$ cat src/rtl/mem_arb_pkg.sv
// Shared types and helpers for the memory-port arbiter and its round-robin picker.
package mem_arb_pkg;

  typedef enum logic {
    IDLE = 1'b0,
    BUSY = 1'b1
  } arb_state_e;

  localparam logic [1:0] SEL_REQ0 = 2'b00;
  localparam logic [1:0] SEL_REQ1 = 2'b01;
  localparam logic [1:0] SEL_REQ2 = 2'b10;
  localparam logic [1:0] SEL_NONE = 2'b11;

  // (base + step) mod 3 for base in 0..2 and step in 0..3
  function automatic logic [1:0] wrap3_add(input logic [1:0] base, input logic [1:0] step);
    logic [2:0] s;
    s = {1'b0, base} + {1'b0, step};
    if (s >= 3'd3) s = s - 3'd3;
    if (s >= 3'd3) s = s - 3'd3;
    return s[1:0];
  endfunction

  function automatic logic [2:0] onehot3(input logic [1:0] idx);
    return 3'b001 << idx;
  endfunction

endpackage

$ cat src/rtl/mem_port_arbiter_if.sv
// Requester/memory-side signals of the shared memory port arbiter.
interface mem_port_arbiter_if;
  // Requester i holds req[i] until it sees ack[i]. mem_ready is only looked at while
  // mem_valid=1; grant/sel/mem_valid stay stable until the cycle after mem_ready or timeout.
  logic [2:0] req;
  logic       mem_ready;
  logic [1:0] sel;
  logic [2:0] grant;
  logic       mem_valid;
  logic [2:0] ack;
  logic       err;

  modport master (
    output req, mem_ready,
    input  sel, grant, mem_valid, ack, err
  );

  modport slave (
    input  req, mem_ready,
    output sel, grant, mem_valid, ack, err
  );
endinterface

$ cat src/rtl/rr_pick3.sv
// Combinational 3-way round-robin picker: nearest set request after 'last' wins.
module rr_pick3
  import mem_arb_pkg::*;
(
  input  logic [2:0] req,
  input  logic [1:0] last,
  output logic [1:0] win,
  output logic       any
);

  logic [1:0] idx;

  // Scan farthest-first so the nearest candidate after 'last' overwrites the rest.
  always_comb begin
    win = SEL_REQ0;
    idx = '0;
    for (int k = 3; k >= 1; k--) begin
      idx = wrap3_add(last, 2'(k));
      if (req[idx]) win = idx;
    end
  end

  assign any = |req;

endmodule

$ cat src/rtl/mem_port_arbiter.sv
// Round-robin arbiter/sequencer for the single memory port shared by three requesters.
module mem_port_arbiter
  import mem_arb_pkg::*;
#(
  parameter int TIMEOUT_CYC = 255,
  parameter int CNT_W       = 8
) (
  input  logic                clk,
  input  logic                rst_n,
  mem_port_arbiter_if.slave   bus,
  output arb_state_e          state_o
);

  localparam logic [CNT_W-1:0] CNT_LAST = CNT_W'(TIMEOUT_CYC - 1);

  arb_state_e       state_q, state_d;
  logic [CNT_W-1:0] cnt_q, cnt_d;
  logic [1:0]       last_q, last_d;
  logic [1:0]       sel_q, sel_d;
  logic [2:0]       grant_q, grant_d;
  logic             mem_valid_q, mem_valid_d;
  logic [2:0]       ack_q, ack_d;
  logic             err_q, err_d;

  logic [1:0]       win;
  logic             any;

  rr_pick3 u_pick (
    .req  (bus.req),
    .last (last_q),
    .win  (win),
    .any  (any)
  );

  always_ff @(posedge clk or negedge rst_n) begin
    if (!rst_n) begin
      state_q     <= IDLE;
      cnt_q       <= '0;
      last_q      <= SEL_REQ2;
      sel_q       <= SEL_NONE;
      grant_q     <= '0;
      mem_valid_q <= 1'b0;
      ack_q       <= '0;
      err_q       <= 1'b0;
    end else begin
      state_q     <= state_d;
      cnt_q       <= cnt_d;
      last_q      <= last_d;
      sel_q       <= sel_d;
      grant_q     <= grant_d;
      mem_valid_q <= mem_valid_d;
      ack_q       <= ack_d;
      err_q       <= err_d;
    end
  end

  always_comb begin
    state_d     = state_q;
    cnt_d       = cnt_q;
    last_d      = last_q;
    sel_d       = sel_q;
    grant_d     = grant_q;
    mem_valid_d = mem_valid_q;
    ack_d       = '0;
    err_d       = 1'b0;
    case (state_q)
      IDLE: begin
        if (any) begin
          state_d     = BUSY;
          grant_d     = onehot3(win);
          sel_d       = win;
          mem_valid_d = 1'b1;
          cnt_d       = '0;
        end
      end
      BUSY: begin
        // Ready wins over a simultaneous timeout, so err only flags a true abort.
        if (bus.mem_ready || (cnt_q == CNT_LAST)) begin
          state_d     = IDLE;
          ack_d       = grant_q;
          err_d       = !bus.mem_ready;
          last_d      = sel_q;
          grant_d     = '0;
          sel_d       = SEL_NONE;
          mem_valid_d = 1'b0;
        end else begin
          cnt_d = cnt_q + CNT_W'(1);
        end
      end
      default: state_d = IDLE;
    endcase
  end

  assign bus.sel       = sel_q;
  assign bus.grant     = grant_q;
  assign bus.mem_valid = mem_valid_q;
  assign bus.ack       = ack_q;
  assign bus.err       = err_q;
  assign state_o       = state_q;

endmodule
$ cat src/flat_wrapper.sv
// flat-port wrapper written by rule: the top's interface ports become plain ports
module mem_port_arbiter_flat import mem_arb_pkg::*;
#(
  parameter int TIMEOUT_CYC = 255,
  parameter int CNT_W       = 8
)
  (clk, rst_n, state_o, bus_req, bus_mem_ready, bus_sel, bus_grant, bus_mem_valid, bus_ack, bus_err);
  mem_port_arbiter_if bus_i ();
  input  logic clk;
  input  logic rst_n;
  output arb_state_e state_o;
  input wire logic [$bits(bus_i.req)-1:0] bus_req;
  input wire logic [$bits(bus_i.mem_ready)-1:0] bus_mem_ready;
  output wire logic [$bits(bus_i.sel)-1:0] bus_sel;
  output wire logic [$bits(bus_i.grant)-1:0] bus_grant;
  output wire logic [$bits(bus_i.mem_valid)-1:0] bus_mem_valid;
  output wire logic [$bits(bus_i.ack)-1:0] bus_ack;
  output wire logic [$bits(bus_i.err)-1:0] bus_err;
  assign bus_i.req = bus_req;
  assign bus_i.mem_ready = bus_mem_ready;
  assign bus_sel = bus_i.sel;
  assign bus_grant = bus_i.grant;
  assign bus_mem_valid = bus_i.mem_valid;
  assign bus_ack = bus_i.ack;
  assign bus_err = bus_i.err;
  mem_port_arbiter #(.TIMEOUT_CYC(TIMEOUT_CYC), .CNT_W(CNT_W)) u_core (.clk(clk), .rst_n(rst_n), .bus(bus_i), .state_o(state_o));
endmodule
$ cat config.mk
export PLATFORM = sky130hd
export DESIGN_NAME = mem_port_arbiter_flat
export DESIGN_NICKNAME = d
export VERILOG_FILES = /design/src/rtl/mem_arb_pkg.sv /design/src/rtl/mem_port_arbiter_if.sv /design/src/rtl/rr_pick3.sv /design/src/rtl/mem_port_arbiter.sv /design/src/flat_wrapper.sv
export SDC_FILE = /design/constraint.sdc
export NUM_CORES = 1
export LEC_CHECK = 0
export ABC_AREA = 1
export BUFFER_PORTS_ARGS = -buffer_cell sky130_fd_sc_hd__clkbuf_2
export CAP_MARGIN = 25
export CORE_MARGIN = 1
export CORE_UTILIZATION = 55
export DETAILED_ROUTE_END_ITERATION = 7
export HOLD_SLACK_MARGIN = 0.02
export PLACE_DENSITY = 0.8
export SETUP_SLACK_MARGIN = 0.02
export SLEW_MARGIN = 20
export SYNTH_ARGS = -nofsm -noshare
export SYNTH_HDL_FRONTEND = slang
export SYNTH_SLANG_ARGS = --single-unit
$ cat constraint.sdc
create_clock -name clk -period 2 [get_ports clk]
set_input_delay 0.6 -clock clk [delete_from_list [all_inputs] [get_ports clk]]
set_output_delay 0.6 -clock clk [all_outputs]
set_load 0.05 [all_outputs]
==> impl_metrics.ini <==
[timing]
max_freq_mhz = 535.9
report.final.slew_viol_count = 0
finalClockSkew_ps = 4.569
fin_crit_ps = 1866
worstMarginPinSlew_ps = 505.1
maxSlewHeadroom = 0.6633
setup_tns_ps = 0
rsz0062_at_grt = false
timing.hold.ws_ps = 235.5
period_share = 0.9330
setup-violations-final = 0
finalHoldViolCount = 0

[setup_path]
crit_path_end_kind = primary output
critical_path_class = flip-flop to primary output
cp_cell_sequence = clkbuf_2
critPathBufInv = 1
crit_path_start_kind = flip-flop
arrival_ps = 1270
cpLargestDelayFamily = flip-flops
crit_required_ps = 1400
critical-path-max-stage-delay_ps = 610
crit_fanout = 8
cp_slowest_cell = dfrtp_1

[pwr]
p_int_mw = 0.9203
powerDensity_mw_per_mm2 = 1422
switching_share = 0.5110
power_leakage_nw = 0.6998
pwr-share-comb = 0.531
power_frac_clock = 0.109
power_frac_seq = 0.361
power.switching_mw = 0.9618
peakVddDrop_v = 0.0008737

[logic_synthesis]
synth_mux_area_frac = 0
synth_xor_area_frac = 0.01474
synth_top_family_by_area = simple AND/OR/NAND/NOR gates
synth_cells = 148
synth_compound_area_frac = 0.07474
syn-cell-area_mm2 = 0.001189
syn_nets = 160
synth_fa_ha_area_frac = 0.06316
synth.distinct_cells = 24
syn_avg_cell_area_um2 = 8.031
synth-simple-area-share = 0.3168
seq_area_frac_synth = 0.4453
ys_ff_latch = 21
yosysWarnings = 0

[drt]
viasPerCell = 4.881
remaining_drc_errors = 0
drtAntennaViolNets = 0
first_pass_iters = 4
drtIter0Drc = 14
vias = 947
wl_per_cell_um = 11.16
postRouteWirelength_um = 2166

[grt]
grtUsageTotal = 0.2154
first_global_vias = 891
globalRouteOverflowTotal = 0
grt_pass1_wl_um = 3974
antenna_found_initial = 0
grt_max_degree = 22

[placement]
io_buffers = 16
dpl-instance-area_mm2 = 0.001297
finalWeightedCongestion = 0.8659
place_inst = 190
dp_hpwl_um = 1646

[clocking]
cts-root-buf = clkbuf_4
clock_latency_ps = 310
cts_made_buffers = 3
cts_resized = 0
hold_buffers = 0
clkSinkCount = 21
path_clk_slew_ps = 110
post_cts.repair.setup_buffers = 0
cts_tree = yes
ctsLongestPathBuffers = 2
htreeDepth = 1

[floorplanning]
core_mm2 = 0.002002
rows = 16
fp.dieArea_mm2 = 0.002351
start_util = 0.5938
die_x_um = 48.49
io_pins = 17
die_h_um = 48.49

[final_layout]
final_cell_area_mm2 = 0.001324
register_area_um2 = 529.3
multiInputGateArea_um2 = 558.0
nFillCells = 179
final_core_util = 0.6613
drive_gt1_frac = 0.2096
stdcell_count = 194
area_growth_syn_to_layout_pct = 11.37
fin_nets = 180
diodes = 0

[status]
status = complete, no violations

[worst_hold_path]
hold_class = input pin to asynchronous set/reset pin

[run]
maxCapViolCount = 0
-- metal layers --
metal,share of wire,vias to the layer above,global-route usage,wire length [um]
li1,-,500,-,-
met1,0.49,427,0.3112,1060
met2,0.47,18,0.3310,1012
met3,0.032,2,0.02830,70
met4,0.011,0,0.08333,23
met5,0,-,0,0
-- sequential cells by signal, indices dropped and copies added, names as in the netlist --
signal,flops
u_core.state_o,1
u_core.bus.ack,3
u_core.bus.sel,2
u_core.bus.err,1
u_core.cnt_q,8
u_core.bus.grant,3
u_core.last_q,2
u_core.bus.mem_valid,1
-- cell usage after synthesis --
| master | instances | share of area |
|---|---|---|
| a21oi_1 | 3 | 0.013 |
| a21oi_2 | 2 | 0.015 |
| a31oi_1 | 1 | 0.0053 |
| buf_2 | 1 | 0.0042 |
| dfrtp_1 | 18 | 0.38 |
| dfstp_2 | 3 | 0.066 |
| ha_1 | 6 | 0.063 |
| inv_1 | 24 | 0.076 |
| inv_4 | 1 | 0.0053 |
| nand2_1 | 47 | 0.15 |
| nand2_2 | 3 | 0.016 |
| nand3_1 | 10 | 0.042 |
| nand3_4 | 1 | 0.015 |
| nand4_1 | 1 | 0.0053 |
| nor2_1 | 9 | 0.028 |
| nor2_2 | 1 | 0.0053 |
| nor2_4 | 2 | 0.019 |
| nor2_8 | 1 | 0.017 |
| nor3_1 | 1 | 0.0042 |
| nor3_2 | 2 | 0.017 |
| o21ai_1 | 7 | 0.029 |
| o21bai_1 | 1 | 0.0063 |
| o31ai_1 | 1 | 0.0063 |
| xor2_1 | 2 | 0.015 |
-- cells by family (layout without fill, tap and decap cells) --
| family | count (synthesis) | count (layout) |
|---|---|---|
| and+or+nand+nor | 78 | 78 |
| buffers and inverters | 26 | 45 |
| AOI/OAI and AO/OA | 15 | 15 |
| DFF | 21 | 21 |
| xor gates and xnor gates | 2 | 2 |
| adders and majority gates | 6 | 6 |
-- placed cells by master (no fill, tap or decap) --
master    instances
a21oi_1           3
nand2_1          47
inv_1            24
nor3_1            1
clkbuf_1          1
nor2_8            1
nand4_1           1
nand3_4           1
a31oi_1           1
xor2_1            2
o21ai_1           7
inv_4             1
dfrtp_1          18
clkbuf_2         16
nor2_4            2
a21oi_2           2
nor2_2            1
dfstp_2           3
o31ai_1           1
nand2_2           3
clkbuf_4          3
nand3_1          10
o21bai_1          1
ha_1              6
nor2_1            9
nor3_2            2
-- metrics by stage --
step           setup slack [ps]  total power [mW]
4_1_cts                   125.4             1.888
5_1_grt                   90.08             2.035
3_3_place_gp              416.5             1.653
6_report                  133.9             1.882
2_1_floorplan             550.4             1.469
3_5_place_dp              419.2             1.679
-- cell type report --
class,count,area share
timing repair buffer,16,0.06049
sequential,21,0.3998
tap,27,0.02552
multi-input combinational,101,0.4215
inverter,25,0.07278
clock buffer,4,0.01985
-- power groups by stage --
stage / combinational (mW) / clock, mW / sequential, mW
final: 0.999 / 0.204 / 0.679
after global routing: 1.12 / 0.223 / 0.696
after CTS: 1.00 / 0.210 / 0.677
after detailed placement: 0.993 / 0 / 0.686
after global placement: 0.976 / 0 / 0.677
after floorplan: 0.572 / 0 / 0.897
-- path summary, 6_finish.rpt --
path	startpoint	end	slack, ps	cells past startpoint
max	u_core.state_o	state_o	130	1
min	rst_n	u_core.last_q[0]	240	1
max reg2reg	u_core.last_q[1]	u_core.bus.grant[0]	410	8
min reg2reg	u_core.bus.mem_valid	u_core.bus.mem_valid	490	2
max in group asynchronous	rst_n	u_core.bus.sel[0]	1410	1
min in group clk	bus_mem_ready	u_core.bus.err	480	2
(Power assumes the default switching activity.)
